$ cat src/rtl/multicycle_controller_pkg.sv
// Shared definitions for the multicycle controller: state encoding, datapath
// select codes, ALU control codes, instruction class codes, condition codes,
// and the data-processing command decoder.
package multicycle_controller_pkg;

  typedef enum logic [3:0] {
    S_FETCH    = 4'd0,
    S_DECODE   = 4'd1,
    S_MEMADR   = 4'd2,
    S_MEMREAD  = 4'd3,
    S_MEMWB    = 4'd4,
    S_MEMWRITE = 4'd5,
    S_EXECUTER = 4'd6,
    S_EXECUTEI = 4'd7,
    S_ALUWB    = 4'd8,
    S_BRANCH   = 4'd9
  } state_t;

  localparam logic [1:0] ALU_ADD = 2'b00;
  localparam logic [1:0] ALU_SUB = 2'b01;
  localparam logic [1:0] ALU_AND = 2'b10;
  localparam logic [1:0] ALU_ORR = 2'b11;

  localparam logic [1:0] SRCB_WD   = 2'b00;
  localparam logic [1:0] SRCB_IMM  = 2'b01;
  localparam logic [1:0] SRCB_FOUR = 2'b10;

  localparam logic [1:0] RES_ALUOUT = 2'b00;
  localparam logic [1:0] RES_DATA   = 2'b01;
  localparam logic [1:0] RES_ALURES = 2'b10;

  localparam logic [1:0] OP_DP  = 2'b00;
  localparam logic [1:0] OP_MEM = 2'b01;
  localparam logic [1:0] OP_BR  = 2'b10;
  localparam logic [1:0] OP_UND = 2'b11;

  localparam logic [3:0] COND_EQ = 4'h0;
  localparam logic [3:0] COND_NE = 4'h1;
  localparam logic [3:0] COND_CS = 4'h2;
  localparam logic [3:0] COND_CC = 4'h3;
  localparam logic [3:0] COND_MI = 4'h4;
  localparam logic [3:0] COND_PL = 4'h5;
  localparam logic [3:0] COND_VS = 4'h6;
  localparam logic [3:0] COND_VC = 4'h7;
  localparam logic [3:0] COND_HI = 4'h8;
  localparam logic [3:0] COND_LS = 4'h9;
  localparam logic [3:0] COND_GE = 4'hA;
  localparam logic [3:0] COND_LT = 4'hB;
  localparam logic [3:0] COND_GT = 4'hC;
  localparam logic [3:0] COND_LE = 4'hD;
  localparam logic [3:0] COND_AL = 4'hE;
  localparam logic [3:0] COND_NV = 4'hF;

  // Unsupported commands fall back to ADD so the datapath stays defined.
  function automatic logic [1:0] alu_decode(input logic [3:0] cmd);
    case (cmd)
      4'b0100: alu_decode = ALU_ADD;
      4'b0010: alu_decode = ALU_SUB;
      4'b0000: alu_decode = ALU_AND;
      4'b1100: alu_decode = ALU_ORR;
      default: alu_decode = ALU_ADD;
    endcase
  endfunction

endpackage

$ cat src/rtl/multicycle_controller_cond_unit.sv
// Condition unit: holds the {N,Z,C,V} flags register and evaluates the
// instruction condition field against it.
// Ports:
//   clk, rst_n     clock, async active-low reset (clears flags)
//   i_cond         instruction condition field
//   i_alu_flags    {N,Z,C,V} from the ALU
//   i_flag_we      load enable for the flags register
//   o_cond_ex      condition passed (combinational from i_cond and flags)
//   o_flags        current flags register
module cond_unit
  import multicycle_controller_pkg::*;
(
  input  logic       clk,
  input  logic       rst_n,
  input  logic [3:0] i_cond,
  input  logic [3:0] i_alu_flags,
  input  logic       i_flag_we,
  output logic       o_cond_ex,
  output logic [3:0] o_flags
);

  logic [3:0] r_flags;
  logic       w_n, w_z, w_c, w_v;

  always_ff @(posedge clk or negedge rst_n) begin
    if (!rst_n)         r_flags <= 4'b0000;
    else if (i_flag_we) r_flags <= i_alu_flags;
  end

  assign {w_n, w_z, w_c, w_v} = r_flags;
  assign o_flags = r_flags;

  always_comb begin
    o_cond_ex = 1'b0;
    case (i_cond)
      COND_EQ: o_cond_ex = w_z;
      COND_NE: o_cond_ex = ~w_z;
      COND_CS: o_cond_ex = w_c;
      COND_CC: o_cond_ex = ~w_c;
      COND_MI: o_cond_ex = w_n;
      COND_PL: o_cond_ex = ~w_n;
      COND_VS: o_cond_ex = w_v;
      COND_VC: o_cond_ex = ~w_v;
      COND_HI: o_cond_ex = w_c & ~w_z;
      COND_LS: o_cond_ex = ~w_c | w_z;
      COND_GE: o_cond_ex = (w_n == w_v);
      COND_LT: o_cond_ex = (w_n != w_v);
      COND_GT: o_cond_ex = ~w_z & (w_n == w_v);
      COND_LE: o_cond_ex = w_z | (w_n != w_v);
      COND_AL: o_cond_ex = 1'b1;
      default: o_cond_ex = 1'b0;
    endcase
  end

endmodule

$ cat src/rtl/multicycle_controller.sv
// Multicycle ARM-subset main controller (Moore FSM).
// state    | meaning
// FETCH    | read instruction, PC <= PC+4
// DECODE   | read registers, classify instruction
// MEMADR   | compute memory address
// MEMREAD  | read data memory
// MEMWB    | write loaded data to register file
// MEMWRITE | write data memory
// EXECUTER | data-processing, register operand
// EXECUTEI | data-processing, immediate operand
// ALUWB    | write ALU result (and PC when Rd=15)
// BRANCH   | PC <= branch target
// Ports:
//   clk, rst_n                  clock, async active-low reset
//   i_cond/i_op/i_funct/i_rd    instruction fields
//   i_alu_flags                 {N,Z,C,V} from ALU
//   o_pc_write..o_mem_write     write enables
//   o_adr_src, o_alu_src_a, o_alu_src_b, o_result_src, o_alu_ctrl,
//   o_imm_src, o_reg_src        datapath selects
//   o_state, o_flags            debug visibility of FSM state and flags
module multicycle_controller
  import multicycle_controller_pkg::*;
(
  input  logic       clk,
  input  logic       rst_n,
  input  logic [3:0] i_cond,
  input  logic [1:0] i_op,
  input  logic [5:0] i_funct,
  input  logic [3:0] i_rd,
  input  logic [3:0] i_alu_flags,
  output logic       o_pc_write,
  output logic       o_ir_write,
  output logic       o_reg_write,
  output logic       o_mem_write,
  output logic       o_adr_src,
  output logic       o_alu_src_a,
  output logic [1:0] o_alu_src_b,
  output logic [1:0] o_result_src,
  output logic [1:0] o_alu_ctrl,
  output logic [1:0] o_imm_src,
  output logic [1:0] o_reg_src,
  output logic [3:0] o_state,
  output logic [3:0] o_flags
);

  state_t r_state, w_next;
  logic   w_cond_ex;
  logic   w_flag_we;

  // Flags only update on leaving an execute state with S set and the
  // condition passing; a failed condition leaves them untouched.
  assign w_flag_we = ((r_state == S_EXECUTER) || (r_state == S_EXECUTEI)) &&
                     i_funct[0] && w_cond_ex;

  cond_unit u_cond_unit (
    .clk         (clk),
    .rst_n       (rst_n),
    .i_cond      (i_cond),
    .i_alu_flags (i_alu_flags),
    .i_flag_we   (w_flag_we),
    .o_cond_ex   (w_cond_ex),
    .o_flags     (o_flags)
  );

  always_ff @(posedge clk or negedge rst_n) begin
    if (!rst_n) r_state <= S_FETCH;
    else        r_state <= w_next;
  end

  assign o_state   = r_state;
  assign o_imm_src = i_op;
  assign o_reg_src = {(i_op == OP_MEM), (i_op == OP_BR)};

  always_comb begin
    w_next       = S_FETCH;
    o_pc_write   = 1'b0;
    o_ir_write   = 1'b0;
    o_reg_write  = 1'b0;
    o_mem_write  = 1'b0;
    o_adr_src    = 1'b0;
    o_alu_src_a  = 1'b0;
    o_alu_src_b  = SRCB_WD;
    o_result_src = RES_ALUOUT;
    o_alu_ctrl   = ALU_ADD;
    case (r_state)
      S_FETCH: begin
        o_ir_write   = 1'b1;
        o_pc_write   = 1'b1;
        o_alu_src_a  = 1'b1;
        o_alu_src_b  = SRCB_FOUR;
        o_result_src = RES_ALURES;
        w_next       = S_DECODE;
      end
      S_DECODE: begin
        o_alu_src_a  = 1'b1;
        o_alu_src_b  = SRCB_FOUR;
        o_result_src = RES_ALURES;
        case (i_op)
          OP_MEM:  w_next = S_MEMADR;
          OP_DP:   w_next = i_funct[5] ? S_EXECUTEI : S_EXECUTER;
          OP_BR:   w_next = S_BRANCH;
          default: w_next = S_FETCH;
        endcase
      end
      S_MEMADR: begin
        o_alu_src_b = SRCB_IMM;
        w_next      = i_funct[0] ? S_MEMREAD : S_MEMWRITE;
      end
      S_MEMREAD: begin
        o_adr_src = 1'b1;
        w_next    = S_MEMWB;
      end
      S_MEMWB: begin
        o_result_src = RES_DATA;
        o_reg_write  = w_cond_ex;
      end
      S_MEMWRITE: begin
        o_adr_src   = 1'b1;
        o_mem_write = w_cond_ex;
      end
      S_EXECUTER: begin
        o_alu_ctrl = alu_decode(i_funct[4:1]);
        w_next     = S_ALUWB;
      end
      S_EXECUTEI: begin
        o_alu_src_b = SRCB_IMM;
        o_alu_ctrl  = alu_decode(i_funct[4:1]);
        w_next      = S_ALUWB;
      end
      S_ALUWB: begin
        o_reg_write = w_cond_ex;
        o_pc_write  = w_cond_ex && (i_rd == 4'hF);
      end
      S_BRANCH: begin
        o_alu_src_b  = SRCB_IMM;
        o_result_src = RES_ALURES;
        o_pc_write   = w_cond_ex;
      end
      default: w_next = S_FETCH;
    endcase
  end

endmodule

$ cat config.mk
export PLATFORM = sky130hd
export DESIGN_NAME = multicycle_controller
export DESIGN_NICKNAME = d
export VERILOG_FILES = /design/src/rtl/multicycle_controller_pkg.sv /design/src/rtl/multicycle_controller_cond_unit.sv /design/src/rtl/multicycle_controller.sv
export SDC_FILE = /design/constraint.sdc
export NUM_CORES = 1
export LEC_CHECK = 0
export BUFFER_PORTS_ARGS = -buffer_cell sky130_fd_sc_hd__clkbuf_2
export CAP_MARGIN = 15
export CORE_AREA = 2 2 44 46
export CTS_CLUSTER_DIAMETER = 120
export CTS_CLUSTER_SIZE = 30
export DETAILED_ROUTE_END_ITERATION = 16
export DIE_AREA = 0 0 46 48
export GPL_TIMING_DRIVEN = 0
export PLACE_DENSITY = 0.86
export SLEW_MARGIN = 5
export SYNTH_ARGS = -nofsm -noshare
export SYNTH_HDL_FRONTEND = slang
export SYNTH_SLANG_ARGS = --single-unit
$ cat constraint.sdc
create_clock -name clk -period 4.4 [get_ports clk]
set_input_delay 0.66 -clock clk [delete_from_list [all_inputs] [get_ports clk]]
set_output_delay 0.66 -clock clk [all_outputs]
set_load 0.01 [all_outputs]
==> results.py <==
metrics = {
    "drt": {
        "antenna_left": 0,
        "first_pass_iters": 4,
        "m1WireLength_um": 834,
        "drc": 0,
        "route.met3.wl_um": 97,
        "top_layer_used": "met3",
        "drt-wirelength-per-cell_um": 12.24,
        "drt_iter0_markers": 9,
        "finalWirelength_um": 1860,
        "wl_met2_um": 928,
        "vias": 848,
        "routed_via_density": 5.579,
    },
    "logic_synthesis": {
        "synthArstFlopShare_pct": 100.0,
        "yosys.area.top_type": "dfrtp_1",
        "avgSynthCellArea_um2": 8.588,
        "yosysTopAreaCellShare_pct": 26.49,
        "ys_seq_area_share_pct": 26.49,
        "synth_top_family_by_area": "simple AND/OR/NAND/NOR gates",
        "synthTopCellsByArea": "dfrtp_1 26%, mux2_1 6.0%, nor2_1 5.5%, a311oi_4 3.5%, a21oi_1 3.3%",
        "ys_types": 40,
        "ys_seq_elements": 8,
        "synth_edf_count": 0,
        "synth_compound_area_share_pct": 22.52,
        "synth_xor_area_share_pct": 4.636,
        "syn_inst": 88,
        "netlist_area_um2": 755.7,
        "synthMuxAreaShare_pct": 5.960,
        "synth_ff_type": "dfrtp_1",
        "yosys.area_share.simple_pct": 32.78,
        "synth_adder_area_share_pct": 0,
        "yosysWarnings": 0,
        "syn-num-nets": 110,
    },
    "setup_path": {
        "crit_path_top_delay_cell": "nor4_4",
        "crit_type": "input pin to output port",
        "critPathMaxStageDelay_ps": 440,
        "cpMostUsedCell": "clkbuf_2",
        "cp_num_buf_inv": 3,
        "cp.arrival_ps": 2430,
        "crit_chain": "clkbuf_2 -> buf_4 -> and4bb_2 -> o31ai_1 -> a21oi_1 -> nor4_4 -> nor4_1 -> or2_2 -> clkbuf_2",
        "cpLargestDelayFamily": "simple AND/OR/NAND/NOR gates",
        "cp.required_ps": 3740,
        "critPathMaxFanout": 10,
        "worstSetupStartpointType": "input pin",
        "cp-end-kind": "output port",
    },
    "clock_tree": {
        "path_clk_slew_ps": 50,
        "cts_tree": "yes",
        "insertion_delay_ps": 240,
        "clockBufferDepth": 2,
        "ctsHtreeMaxLevel": 1,
        "cts-resized-gates": 0,
        "post_cts_buffers": 0,
        "numCtsBuffers": 3,
        "postCtsHoldBufs": 0,
        "cts.sinks": 8,
        "clk_root_buffer_cell": "clkbuf_4",
    },
    "min_path": {
        "hold_path_class": "input pin to async pin",
    },
    "placement": {
        "dp_hpwl_um": 1539,
        "dp_slack_ps": 1316,
        "gp_congestion": 0.8238,
        "numPortBuffers": 44,
        "placed_cell_area_um2": 997.2,
        "place_inst": 149,
    },
    "global_routing": {
        "grt_max_degree": 11,
        "gr-total-overflow": 0,
        "grt_pass1_vias": 718,
        "grt_pass1_wl_um": 3029,
        "grt.total_usage_pct": 18.65,
        "antenna_found_initial": 0,
    },
    "flow_run": {
        "max_cap_viol_count": 0,
    },
    "floorplanning": {
        "coreArea_um2": 1689,
        "die_height_um": 48,
        "dieWidth_um": 46,
        "initial_utilization_pct": 44.74,
        "num_io_pins": 46,
        "row_count": 15,
        "design.die.area_um2": 2208,
    },
    "sta": {
        "finalHoldViolCount": 0,
        "finalSetupTns_ps": 0,
        "final.period_utilization_pct": 70.19,
        "max_freq_mhz": 323.8,
        "final-setup-viol-count": 0,
        "slew_viol_final": 0,
        "min_period_ps": 3089,
        "rsz0062_at_grt": "false",
        "holdWs_ps": 252.5,
        "slew_headroom_pct": 72.99,
        "finalClockSkew_ps": 1.179,
        "setup_slack_ps": 1311,
        "worst_pin_slew_ps": 405.2,
    },
    "finish": {
        "antennaDiodeCount": 0,
        "fillers": 150,
        "design_area_um2": 1020,
        "instances_no_fill": 152,
        "drive_above_1_share_pct": 43.70,
        "nNetsFinal": 159,
        "syn_to_final_growth_pct": 34.93,
    },
    "run_status": {
        "status": "finished clean",
    },
    "power": {
        "power_density_nw_per_um2": 561.5,
        "ir_worst_vdd_v": 0.0003829,
        "leakage_nw": 0.5045,
    },
}
power breakdown:
part / internal (mW) / leakage [nW] / switching, mW / total, mW
clock: 0.0310 / 0.0138 / 0.0214 / 0.0524
sequential: 0.103 / 0.104 / 0.0442 / 0.148
combinational: 0.161 / 0.387 / 0.211 / 0.373
total: 0.296 / 0.504 / 0.277 / 0.573
routing by layer:
layer  up-vias  GRT usage (%)
li1        422              -
met1       398          23.62
met2        28          33.33
met3         0          2.264
met4         0          5.143
met5         -              0
cell usage in the layout (no fill, tap or decap), drive strengths merged, types with 3 or more instances in the layout:
cell type  netlist  final
a21oi            5      5
buf              4      4
clkbuf           3     50
dfrtp            8      8
inv              5      5
mux2             4      4
nand2            4      4
nor2            11     11
nor3             5      5
nor4             3      3
or2              3      3
worst register-to-register path, cell delays in order, from the launching register on:
cell      delay [ps]
dfrtp_1          450
xnor2_1          200
a311o_1          410
a311oi_4         260
nor4_4           110
nor3b_4          280
mux2_1           350
per-stage QoR:
step | util (%) | total power, mW
2_1_floorplan | - | 0.3786
3_3_place_gp | 59.04 | 0.5079
3_5_place_dp | 59.04 | 0.5204
4_1_cts | 60.37 | 0.5764
5_1_grt | 60.37 | 0.6234
6_report | 60.37 | 0.5726
synthesized netlist by cell type, types with 2 or more instances:
library cell  count
and4bb_2          2
dfrtp_1           8
xor2_1            2
a21oi_1           5
clkbuf_1          3
nor4_1            2
mux2_1            4
xnor2_1           2
nand2b_1          2
inv_1             5
buf_4             3
or2_2             3
nand2_1           4
a211oi_1          2
nor2b_1           2
nor2_1           11
nor3_1            5
cell families (layout without fill, tap and decap cells):
| logic type | after synthesis | after routing |
|---|---|---|
| mux | 4 | 4 |
| xor+xnor | 4 | 4 |
| flops | 8 | 8 |
| simple gates | 39 | 39 |
| compound gates | 21 | 21 |
| buf+inv | 12 | 59 |
flip-flops by register name, summed over array words and instances, names as in the netlist:
name                 cells
o_state                  4
u_cond_unit.o_flags      4
layout make-up:
cell class                      instances  area [um2]  area share, %
Multi-Input combinational cell         68       498.0          48.83
Timing Repair Buffer                   44       220.2          21.60
Sequential cell                         8       200.2          19.63
Buffer                                  7       38.79          3.804
Clock buffer                            3       22.52          2.209
Tap cell                               17       21.27          2.086
Inverter                                5       18.77          1.840
final timing paths:
| check | startpoint | endpoint | slack (ps) | cells after the start |
|---|---|---|---|---|
| max in group asynchronous | rst_n | u_cond_unit.o_flags[1] | 3970 | 1 |
| max reg2reg | u_cond_unit.o_flags[3] | u_cond_unit.o_flags[2] | 2220 | 6 |
| max | i_cond[3] | o_pc_write | 1310 | 9 |
| min reg2reg | u_cond_unit.o_flags[2] | u_cond_unit.o_flags[2] | 610 | 1 |
| min | rst_n | o_state[0] | 250 | 1 |
| min in group clk | u_cond_unit.o_flags[2] | u_cond_unit.o_flags[2] | 610 | 1 |
(Power assumes the default switching activity.)
